### src/rtl/i2s_audio_tx.sv
// i2s_audio_tx: stereo PCM to I2S serialiser with a 1-entry sample buffer
// and a fractional bit-clock generator, so any clk_sys rate can be used.
//
// Ports:
//   clk_sys, reset      system clock, synchronous active-high reset
//   sample_l/_r         AUDIO_DW-bit two's complement samples
//   sample_valid/ready  pair handshake into the 1-entry buffer
//   frame_start         1-cycle pulse on each 64-bit frame load
//   underrun            1-cycle pulse when a load found the buffer empty
//   i2s_bck/lrck/data   serial audio; receivers sample on BCK rise
//
// Build option I2S_LJ_FORMAT_EN: left-justified output (lrck high for the
// left slot, no one-bit data delay). Default is Philips I2S.

module i2s_audio_tx #(
  parameter int CLK_RATE    = 32000000,
  parameter int SAMPLE_RATE = 48000,
  parameter int AUDIO_DW    = 16
) (
  input  logic                clk_sys,
  input  logic                reset,
  input  logic [AUDIO_DW-1:0] sample_l,
  input  logic [AUDIO_DW-1:0] sample_r,
  input  logic                sample_valid,
  output logic                sample_ready,
  output logic                frame_start,
  output logic                underrun,
  output logic                i2s_bck,
  output logic                i2s_lrck,
  output logic                i2s_data
);

  localparam int AW  = $clog2(CLK_RATE) + 1;
  localparam int PAD = 32 - AUDIO_DW;

  localparam logic [AW:0] INC =
    (AW+1)'(128 * SAMPLE_RATE);
  localparam logic [AW:0] LIM =
    (AW+1)'(CLK_RATE);

`ifdef I2S_LJ_FORMAT_EN
  localparam logic LRCK_RST = 1'b0;
`else
  localparam logic LRCK_RST = 1'b1;
`endif

  logic [AW-1:0]       acc;
  logic [AW-1:0]       acc_nxt;
  logic [AW:0]         sum;
  logic                tick;
  logic                fall;
  logic                wrap;
  logic                accept;
  logic [5:0]          bit_cnt;
  logic [5:0]          bit_nxt;
  logic                bck;
  logic                lrck;
  logic                lrck_nxt;
  logic                data;
  logic                data_nxt;
  logic                buf_full;
  logic                fs_q;
  logic                ur_q;
  logic [AUDIO_DW-1:0] buf_l;
  logic [AUDIO_DW-1:0] buf_r;
  logic [63:0]         sh;
  logic [31:0]         slot_l;
  logic [31:0]         slot_r;

  // Phase accumulator: two ticks per BCK period, 128 per frame.
  always_comb begin
    sum     = {1'b0, acc} + INC;
    tick    = 1'b0;
    acc_nxt = sum[AW-1:0];
    if (sum >= LIM) begin
      tick    = 1'b1;
      acc_nxt = AW'(sum - LIM);
    end
  end

  assign fall    = tick & bck;
  assign wrap    = fall & (bit_cnt == 6'd63);
  assign bit_nxt = bit_cnt + 6'd1;
  assign accept  = sample_valid & ~buf_full;

  // Buffer still holds the last pair when empty,
  // so an underrun load simply repeats it.
  assign slot_l = 32'(buf_l) << PAD;
  assign slot_r = 32'(buf_r) << PAD;

  // sh[63] is the bit belonging to the current
  // bit_cnt; Philips mode emits it one BCK late.
`ifdef I2S_LJ_FORMAT_EN
  assign data_nxt = wrap ? slot_l[31] : sh[62];
  assign lrck_nxt = ~bit_nxt[5];
`else
  assign data_nxt = sh[63];
  assign lrck_nxt = bit_nxt[5];
`endif

  always_ff @(posedge clk_sys) begin
    if (reset) begin
      acc      <= '0;
      bck      <= 1'b0;
      bit_cnt  <= 6'd63;
      lrck     <= LRCK_RST;
      data     <= 1'b0;
      sh       <= '0;
      buf_l    <= '0;
      buf_r    <= '0;
      buf_full <= 1'b0;
      fs_q     <= 1'b0;
      ur_q     <= 1'b0;
    end else begin
      acc  <= acc_nxt;
      fs_q <= wrap;
      ur_q <= wrap & ~buf_full;
      if (tick) begin
        bck <= ~bck;
      end
      if (fall) begin
        bit_cnt <= bit_nxt;
        lrck    <= lrck_nxt;
        data    <= data_nxt;
        if (wrap) begin
          sh <= {slot_l, slot_r};
        end else begin
          sh <= {sh[62:0], 1'b0};
        end
      end
      if (accept) begin
        buf_l    <= sample_l;
        buf_r    <= sample_r;
        buf_full <= 1'b1;
      end else if (wrap) begin
        buf_full <= 1'b0;
      end
    end
  end

  assign sample_ready = ~buf_full;
  assign frame_start  = fs_q;
  assign underrun     = ur_q;
  assign i2s_bck      = bck;
  assign i2s_lrck     = lrck;
  assign i2s_data     = data;

endmodule

### config.mk
export PLATFORM = sky130hd
export DESIGN_NAME = i2s_audio_tx
export DESIGN_NICKNAME = d
export VERILOG_FILES = /design/src/rtl/i2s_audio_tx.sv
export SDC_FILE = /design/constraint.sdc
export NUM_CORES = 1
export LEC_CHECK = 0
export BUFFER_PORTS_ARGS = -buffer_cell sky130_fd_sc_hd__buf_2
export CAP_MARGIN = 20
export CORE_MARGIN = 1
export CORE_UTILIZATION = 37
export DETAILED_ROUTE_END_ITERATION = 6
export HOLD_SLACK_MARGIN = 0.02
export PLACE_DENSITY = 0.67
export REMOVE_ABC_BUFFERS = 1
export SETUP_SLACK_MARGIN = 0.4
export SYNTH_ARGS = -nofsm -noshare
export SYNTH_HDL_FRONTEND = slang
export SYNTH_SLANG_ARGS = --single-unit
### constraint.sdc
create_clock -name clk_sys -period 3 [get_ports clk_sys]
set_input_delay 0.3 -clock clk_sys [delete_from_list [all_inputs] [get_ports clk_sys]]
set_output_delay 0.3 -clock clk_sys [all_outputs]
set_load 0.05 [all_outputs]
==> results.ini, run 1 <==
[timing]
rsz0062_at_grt=true
fin_crit_sh_pct=90.7
max_slew.worst_pin.slew_ns=0.651
fmax_mhz=368
fin_crit_ns=2.72
final.setup.worst_slack_ns=0.279
slew_violations=0
setup_viol=0
hold_viol_final=0
finClkSkew_ns=0.00468
max_slew_margin_pct=56.1
setup_tns_ns=0

[final_layout]
fillers=1147
syn_to_final_growth_pct=33.0
fin_nets=704
num_antenna_cells=0
drive_gt1_share_pct=27.2

[detailed_routing]
routed_via_density=5.23
wl_per_cell_um=14.3
dr.pass1.iters=6
detail_route.drc_violations=0
ant_nets=0
drt-total-wl_um=12100
drtIter0Drc=277
vias=4395

[power]
ir_worst_vdd_uv=323
power.static_leakage_nw=2.22
power_density_mw_per_mm2=717

[synthesis]
synthTopCellsByArea=dfxtp_1, nand2_1, a21oi_1
yosys-top-cells-count=nand2_1, dfxtp_1, a21oi_1
yosys.cell_count.top_type=nand2_1
synthArstFlopShare_pct=0
ys_types=48
ys.flop_type=dfxtp_1
synth_edf_count=0
syn_area_per_cell_um2=7.87
synth_cells=611
ys_seq_area_share_pct=44.1
yosysTopAreaCell=dfxtp_1
ys_ff_latch=106
synth-warning-count=0
netlist.area_leader.share_pct=44.1
syn_area_mm2=0.00481

[critical_path]
crit_type=flip-flop to flip-flop
worst_ep_arrival_time_ns=2.97
r2r_cells=10
r2r-start=acc[14]
worstPathRequired_ns=3.25
start_kind=flip-flop
end_kind=flip-flop
rrSetupSlack_ns=0.28
critPathMaxFanout=7
r2r-end=sh[57]

[die]
die_w_um=116
placementRows=41
num_io_pins=41
coreArea_mm2=0.0127
dieHeight_um=116
dieArea_mm2=0.0135
initial_core_util_pct=38.0

[hold_path]
hp-class=input pin to flip-flop
min-delay-start=sample_r[7]
hold-path-cell-count=3
hold-path-endpoint=buf_r[7]

[place]
portBuffers=40
gp_congestion=0.836
detailedPlace.worstSlack_ns=0.185
place_hpwl_um=6630

[global_routing]
antenna_found_initial=0
grt_pass1_wl_um=18600
overflow=0
grt_max_degree=48
grt_pass1_vias=4138
gr-usage-all-layers_pct=17.3

[clocking]
htree_levels=3
cts_max_path_buffers=2
worstSkewPairLatency_ns=0.35
clkTransAtPathRegs_ns=0.07
cts_buffers=9
cts.sinks=106
cts_tree=done
cts_root_buffer=clkbuf_16

[status]
outcome=finished, final reports clean

[job]
drv_cap=0

[worst max-delay path, stage by stage, from the launching register on]
cell	delay (ns)
dfxtp_2	0.35
buf_6	0.13
o31a_1	0.36
or4_4	0.52
a32oi_4	0.30
a31oi_4	0.16
nor2b_4	0.19
buf_6	0.16
buf_12	0.15
nor2_1	0.05
a311oi_1	0.24
[sequential cells by signal, summed over array words and instances, names as in the netlist]
signal	flops
i2s_bck	1
buf_r	16
acc	15
bit_cnt	6
sh	48
i2s_data	1
underrun	1
buf_full	1
frame_start	1
buf_l	16
[how the worst max path moves through the flow]
stage / start / endpoint / slack [ns] / depth (start not counted)
4_1_cts: acc[14] / sh[20] / 0.35 / 13
5_1_grt: acc[14] / sh[59] / 0.19 / 10
6_report: acc[14] / sh[57] / 0.28 / 10
3_3_place_gp: acc[15] / sh[48] / 0.30 / 11
2_1_floorplan: acc[14] / bit_cnt[2] / -1.51 / 10
3_5_place_dp: acc[15] / sh[20] / 0.19 / 11
[cell type report]
type	instances	area (um2)	area share, %
multi-input cells	452	2830	44.2
flip-flops and latches	106	2140	33.4
clock buffers	11	243	3.79
repair buffers	88	891	13.9
clock inverters	5	53.8	0.841
well taps	172	215	3.36
inverters	7	31.3	0.489
[report_power, final]
part | internal, mW | switching (mW) | leakage (nW) | total (mW)
registers | 1.53 | 0.186 | 0.865 | 1.72
logic | 0.746 | 0.949 | 1.20 | 1.69
clock network | 0.667 | 0.508 | 0.149 | 1.18
total | 2.95 | 1.64 | 2.22 | 4.59
[routing by layer]
layer	GRT usage [%]	routed length, um	up-vias
li1	-	-	2200
met1	21.0	5440	2087
met2	30.4	5970	85
met3	3.45	412	23
met4	5.56	238	0
met5	0	0	-
[cell usage in the layout (no fill, tap or decap), drive strengths merged, types with 4 or more instances in the layout]
master and n:
nor2 57, nor3 11, nand2b 11, nand2 157, or3 7, ha 5
clkbuf 17, xor2 5, o21ai 16, a311oi 32, a21oi 63, buf 82
dfxtp 106, nor2b 11, a31oi 4, xnor2 15, nand3 22, clkinv 4
inv 7
[through the flow]
step                hold WS, ns  cells  cell area [um2]  total power [mW]  utilization, %
finish                    0.185    841             6400              4.59            50.5
global route              0.184    841             6400              4.82            50.5
CTS                       0.178    824             5840              4.26            46.1
detailed placement        0.443    792             5190              2.86            40.9
global placement          0.439    792             5190              2.82            40.9
floorplan                 0.368    565             4600              2.53               -
[what timing repair did]
action,CTS,global route
pin swaps,13,44
buffers inserted,12,10
gates cloned,4,6
resized for setup,31,75
setup endpoints to repair,69,68
hold buffers,0,0
[cell families after synthesis]
group / after synthesis / synth area share (%)
compound gates: 132 / 19.1
simple gates: 294 / 26.7
xor+xnor: 20 / 3.64
fa+ha+maj: 5 / 1.30
flops: 106 / 44.1
buf+inv: 53 / 4.92
mux: 1 / 0.234
No activity file was read; power rests on OpenSTA's default activity.
==> run 2: changes to the inputs <==
--- a/config.mk
+++ b/config.mk
@@ -5,6 +5,7 @@
 export SDC_FILE = /design/constraint.sdc
 export NUM_CORES = 1
 export LEC_CHECK = 0
+export ABC_AREA = 1
 export BUFFER_PORTS_ARGS = -buffer_cell sky130_fd_sc_hd__buf_2
 export CAP_MARGIN = 20
 export CORE_MARGIN = 1
==> results.ini, run 2 <==
[timing]
rsz0062_at_grt=false
fin_crit_sh_pct=79.4
max_slew_margin_pct=48.7
fmax_mhz=420
finClkSkew_ns=0.00585
slew_violations=0
setup_viol=0
fin_crit_ns=2.38
hold_viol_final=0
max_slew.worst_pin.slew_ns=0.768

[place]
place_hpwl_um=6400
placedCellCount=860
gp_congestion=0.794
portBuffers=40
dpl_cell_area_mm2=0.00515

[critical_path]
cp_slowest_cell=dfxtp_1
r2r-start=acc[14]
end_kind=flip-flop
startpoint=acc[14]
worstPathRequired_ns=3.30
max_stage_delay_ns=0.35
critPathMaxFanout=9
crit_type=flip-flop to flip-flop
path_cells=inv_2, ha_1, nand2_2, nand2_1, nand2_2, nand2_1, nand2_1, nand2_1, nor2_4, nand3_2, nand2_2, nand2_4, nand2_8, nand2_8, nor2_4, buf_4, clkbuf_16, nand3_1, nand2_1
worst_ep_arrival_time_ns=2.68
path_buf_inv=3
crit_top_cell=nand2_1
path_delay_family=simple AND/OR/NAND/NOR gates
start_kind=flip-flop

[die]
die_w_um=117
num_io_pins=41
dieArea_mm2=0.0136
dieHeight_um=117
initial_core_util_pct=38.2
placementRows=41
coreArea_mm2=0.0127

[synthesis]
ys.flop_type=dfxtp_1
yosys.cell_count.top_type=nand2_1
synth_edf_count=0
synth_cells=681
ys_seq_area_share_pct=43.6
syn_area_mm2=0.00486
syn_area_per_cell_um2=7.14
synthTopCellsByArea=dfxtp_1, nand3_1, nand2_1
ys_ff_latch=106
netlist.area_leader.share_pct=43.6
yosys-top-cells-count=nand2_1, nand3_1, dfxtp_1
synth-warning-count=0
synthArstFlopShare_pct=0
yosysTopAreaCell=dfxtp_1
ys_types=29

[power]
ir_worst_vdd_uv=325
power.static_leakage_nw=2.72
power_density_mw_per_mm2=814
p_total_mw=4.67

[global_routing]
gr-usage-all-layers_pct=16.5
grt_pass1_wl_um=17700
overflow=0
grt_max_degree=66
grt_pass1_vias=3853
antenna_found_initial=0

[clocking]
cts_root_buffer=clkbuf_16
worstSkewPairLatency_ns=0.35
cts_max_path_buffers=2
hold_buffers=0
clkTransAtPathRegs_ns=0.07
cts_buffers=9
cts.sinks=106
cts_tree=done
htree_levels=3

[detailed_routing]
wl_per_cell_um=12.3
vias=4303
drtIter0Drc=239
ant_nets=0
dr.pass1.iters=5
drt-total-wl_um=10900
detail_route.drc_violations=0
routed_via_density=4.85

[final_layout]
top_regs=sh (48), buf_l (16), buf_r (16)
final_common_cell=nand2_1
drive_gt1_share_pct=14.7
syn_to_final_growth_pct=17.8
fin_nets=751
fin_area_mm2=0.00573
largest_register=sh
num_antenna_cells=0
largest_reg_flops=48
layout_common_cells=nand2_1, nand3_1, dfxtp_1
final_cell_count_no_fill=887

[status]
outcome=finished, final reports clean

[hold_path]
hp-class=input pin to flip-flop
min-delay-start=sample_r[10]

[job]
drv_cap=0

==> run 2: layout make-up <==
cell class / count / area, um2
Tap cell: 172 / 215
Inverter: 94 / 353
Clock buffer: 10 / 229
Fill cell: 1357 / 6990
Clock inverter: 5 / 88.8
Multi-Input combinational cell: 435 / 2210
Sequential cell: 106 / 2120
Timing Repair Buffer: 65 / 513
==> run 2: metrics by stage <==
step | util, % | hold slack, ns | setup TNS (ns) | worst slack (ns)
after floorplan | - | 0.369 | -41.41 | -0.891
after global placement | 40.5 | 0.439 | 0 | 0.388
after detailed placement | 40.5 | 0.445 | 0 | 0.320
after CTS | 43.1 | 0.211 | 0 | 0.419
after global routing | 45.1 | 0.232 | 0 | 0.399
final | 45.1 | 0.223 | 0 | 0.618
==> run 2: worst reg2reg max path, delay by kind of cell (launching register included) <==
family / cells / cell delay (ns)
adders and majority gates: 1 / 0.23
buffers and inverters: 3 / 0.39
DFF: 1 / 0.35
and+or+nand+nor: 15 / 1.36
==> run 2: logic make-up after synthesis <==
kind of cell,after synthesis,synth area share [%]
adder cells (fa/ha/maj),5,1.29
flip-flops,106,43.6
AO/OA/AOI/OAI,91,9.41
XOR/XNOR,8,1.90
buffers and inverters,141,12.2
AND/OR/NAND/NOR,330,31.6
==> run 2: what timing repair did <==
| action | in CTS | in global routing |
|---|---|---|
| endpoints found under the setup margin | 5 | 71 |
| pin swaps | 0 | 3 |
| gates cloned | 0 | 5 |
| resized for setup | 2 | 18 |
| setup buffers | 0 | 6 |
==> run 2: report_power, final <==
| group | total [mW] | switching, mW | leakage (nW) | internal [mW] |
|---|---|---|---|---|
| logic | 1.72 | 1.13 | 1.70 | 0.595 |
| registers | 1.67 | 0.125 | 0.865 | 1.54 |
| clock network | 1.27 | 0.539 | 0.155 | 0.736 |
| total | 4.67 | 1.79 | 2.72 | 2.88 |
==> run 2: final timing paths <==
check | to | depth (start not counted) | slack (ns)
min | buf_r[10] | 3 | 0.22
max reg2reg | sh[53] | 19 | 0.62
min reg2reg | buf_l[12] | 2 | 0.45
max | sh[53] | 19 | 0.62
==> run 2: layer usage <==
metal,up-vias,global-route usage [%],part of all wire [%],wire length (um)
met3,7,4.31,4.6,497
met2,67,27.5,46,4960
met1,1963,21.0,49,5340
met4,0,4.73,1.0,110
li1,2266,-,-,-
met5,-,0,0,0
==> run 3: changes to the inputs <==
==> constraint.sdc (replaced) <==
create_clock -name clk_sys -period 2.1 [get_ports clk_sys]
set_input_delay 0.21 -clock clk_sys [delete_from_list [all_inputs] [get_ports clk_sys]]
set_output_delay 0.21 -clock clk_sys [all_outputs]
set_load 0.05 [all_outputs]
==> results.ini, run 3 (same netlist as run 2, synthesis figures left out) <==
[status]
outcome=complete, but fails checks
violations=setup timing

[power]
power.static_leakage_nw=2.91
ir_worst_vdd_uv=492
power_density_mw_per_mm2=1190

[timing]
rsz0062_at_grt=true
hold_viol_final=0
fmax_mhz=454
final.setup.worst_slack_ns=-0.101
slew_violations=0
max_slew.worst_pin.slew_ns=0.345
setup_viol=47
finClkSkew_ns=0.00897
fin_crit_ns=2.20
fin_crit_sh_pct=105
max_slew_margin_pct=76.9

[critical_path]
cp_slowest_cell=dfxtp_2
r2r-start=acc[14]
rrSetupSlack_ns=-0.10
r2r_cells=16
path_cells=inv_2, ha_4, nand2_2, nand2_2, nand2_2, nand3_1, nor2_1, nand3_1, nand3_1, nand2_1, nand2_2, nand2_4, buf_4, bufbuf_16, a21oi_1, nor3_1
worst_ep_arrival_time_ns=2.43
crit_type=flip-flop to flip-flop
critPathMaxFanout=11
crit_top_cell=nand2_2
max_stage_delay_ns=0.33
start_kind=flip-flop
end_kind=flip-flop
r2r-end=acc[20]
worstPathRequired_ns=2.33
startpoint=acc[14]

[final_layout]
fillers=1282
layout_common_cells=nand2_1, dfxtp_1, inv_1
drive_gt1_share_pct=24.3
fin_nets=775
largest_reg_flops=48
syn_to_final_growth_pct=28.3
largest_register=sh
multi_input_area_mm2=0.00240
final_common_cell=nand2_1
top_regs=sh (48), buf_l (16), buf_r (16)
fin_util_pct=49.1
num_antenna_cells=0
regArea_mm2=0.00212

[global_routing]
grt_busiest_layer=met2
met2_usage_pct=29.0
grt_pass1_wl_um=18900
grt_use_met1_pct=22.7
grtUsageMet3_pct=4.20
grt_pass1_vias=4074
grt_max_degree=66
antenna_found_initial=0
overflow=0
gr-usage-all-layers_pct=17.5

[die]
initial_core_util_pct=38.2
coreArea_mm2=0.0127
num_io_pins=41
dieArea_mm2=0.0136
die_w_um=117
placementRows=41
dieHeight_um=117

[clocking]
htree_levels=3
cts.sinks=106
hold_buffers=0
cts_max_path_buffers=2
worstSkewPairLatency_ns=0.35
cts_root_buffer=clkbuf_16
clkTransAtPathRegs_ns=0.07
cts_buffers=9
cts_tree=done

[hold_path]
hold-path-endpoint=buf_r[7]
hold-path-cell-count=3
min-delay-start=sample_r[7]
hp-class=input pin to flip-flop

[detailed_routing]
routed_via_density=4.83
dr.pass1.iters=4
vias=4402
drtIter0Drc=260
detail_route.drc_violations=0
wl_per_cell_um=12.2
drt-total-wl_um=11100
ant_nets=0

[place]
gp_congestion=0.832
detailedPlace.worstSlack_ns=-0.103
portBuffers=40
place_hpwl_um=6750

[job]
drv_cap=0

==> run 3: layout make-up <==
cell class	count	area share, %
Tap cell	172	3.45
Clock inverter	5	1.06
Timing Repair Buffer	90	13.4
Clock buffer	11	4.05
Multi-Input combinational cell	434	38.4
Inverter	94	5.65
Sequential cell	106	34.0
==> run 3: worst max-delay path by stage <==
stage | end | slack [ns] | cells after the start
finish | acc[20] | -0.10 | 16
CTS | sh[31] | 0.04 | 17
detailed placement | acc[24] | -0.10 | 17
floorplan | sh[32] | -1.79 | 5
global route | acc[20] | -0.24 | 16
global placement | acc[24] | -0.05 | 17
==> run 3: what timing repair did <==
action / 4_1_cts / 5_1_grt
cloned: 2 / 4
buffers inserted: 6 / 6
gates resized for setup: 27 / 46
pin swaps: 5 / 22
endpoints found under the setup margin: 74 / 74
==> run 3: per-layer routing <==
layer | share of wire (%) | up-vias
met5 | 0 | -
met4 | 0.93 | 0
met3 | 3.3 | 11
met2 | 47 | 59
met1 | 49 | 2015
li1 | - | 2317
==> run 3: where the power goes <==
group          leakage (nW)  total, mW  switching (mW)  internal [mW]
sequential            0.866       2.34           0.135           2.21
clock                 0.155       1.78           0.771           1.01
combinational          1.89       3.30            1.85           1.45
total                  2.91       7.42            2.76           4.67
==> run 3: stage by stage <==
| stage | setup TNS [ns] | total power, mW | hold WS [ns] | std cells | cell area, um2 |
|---|---|---|---|---|---|
| 3_3_place_gp | -0.0512 | 4.87 | 0.431 | 878 | 5410 |
| 6_report | -1.47 | 7.42 | 0.131 | 912 | 6240 |
| 4_1_cts | 0 | 7.21 | 0.122 | 902 | 5920 |
| 2_1_floorplan | -91.20 | 4.01 | 0.279 | 634 | 4630 |
| 3_5_place_dp | -1.27 | 4.88 | 0.434 | 878 | 5410 |
| 5_1_grt | -10.74 | 7.93 | 0.138 | 912 | 6240 |
==> run 3: worst max-delay path, delay by kind of cell (launching register included) <==
kind,cells,cell delay [ns]
AO/OA/AOI/OAI,1,0.14
adder cells (fa/ha/maj),1,0.16
buffers and inverters,3,0.48
flip-flops,1,0.33
AND/OR/NAND/NOR,11,0.98
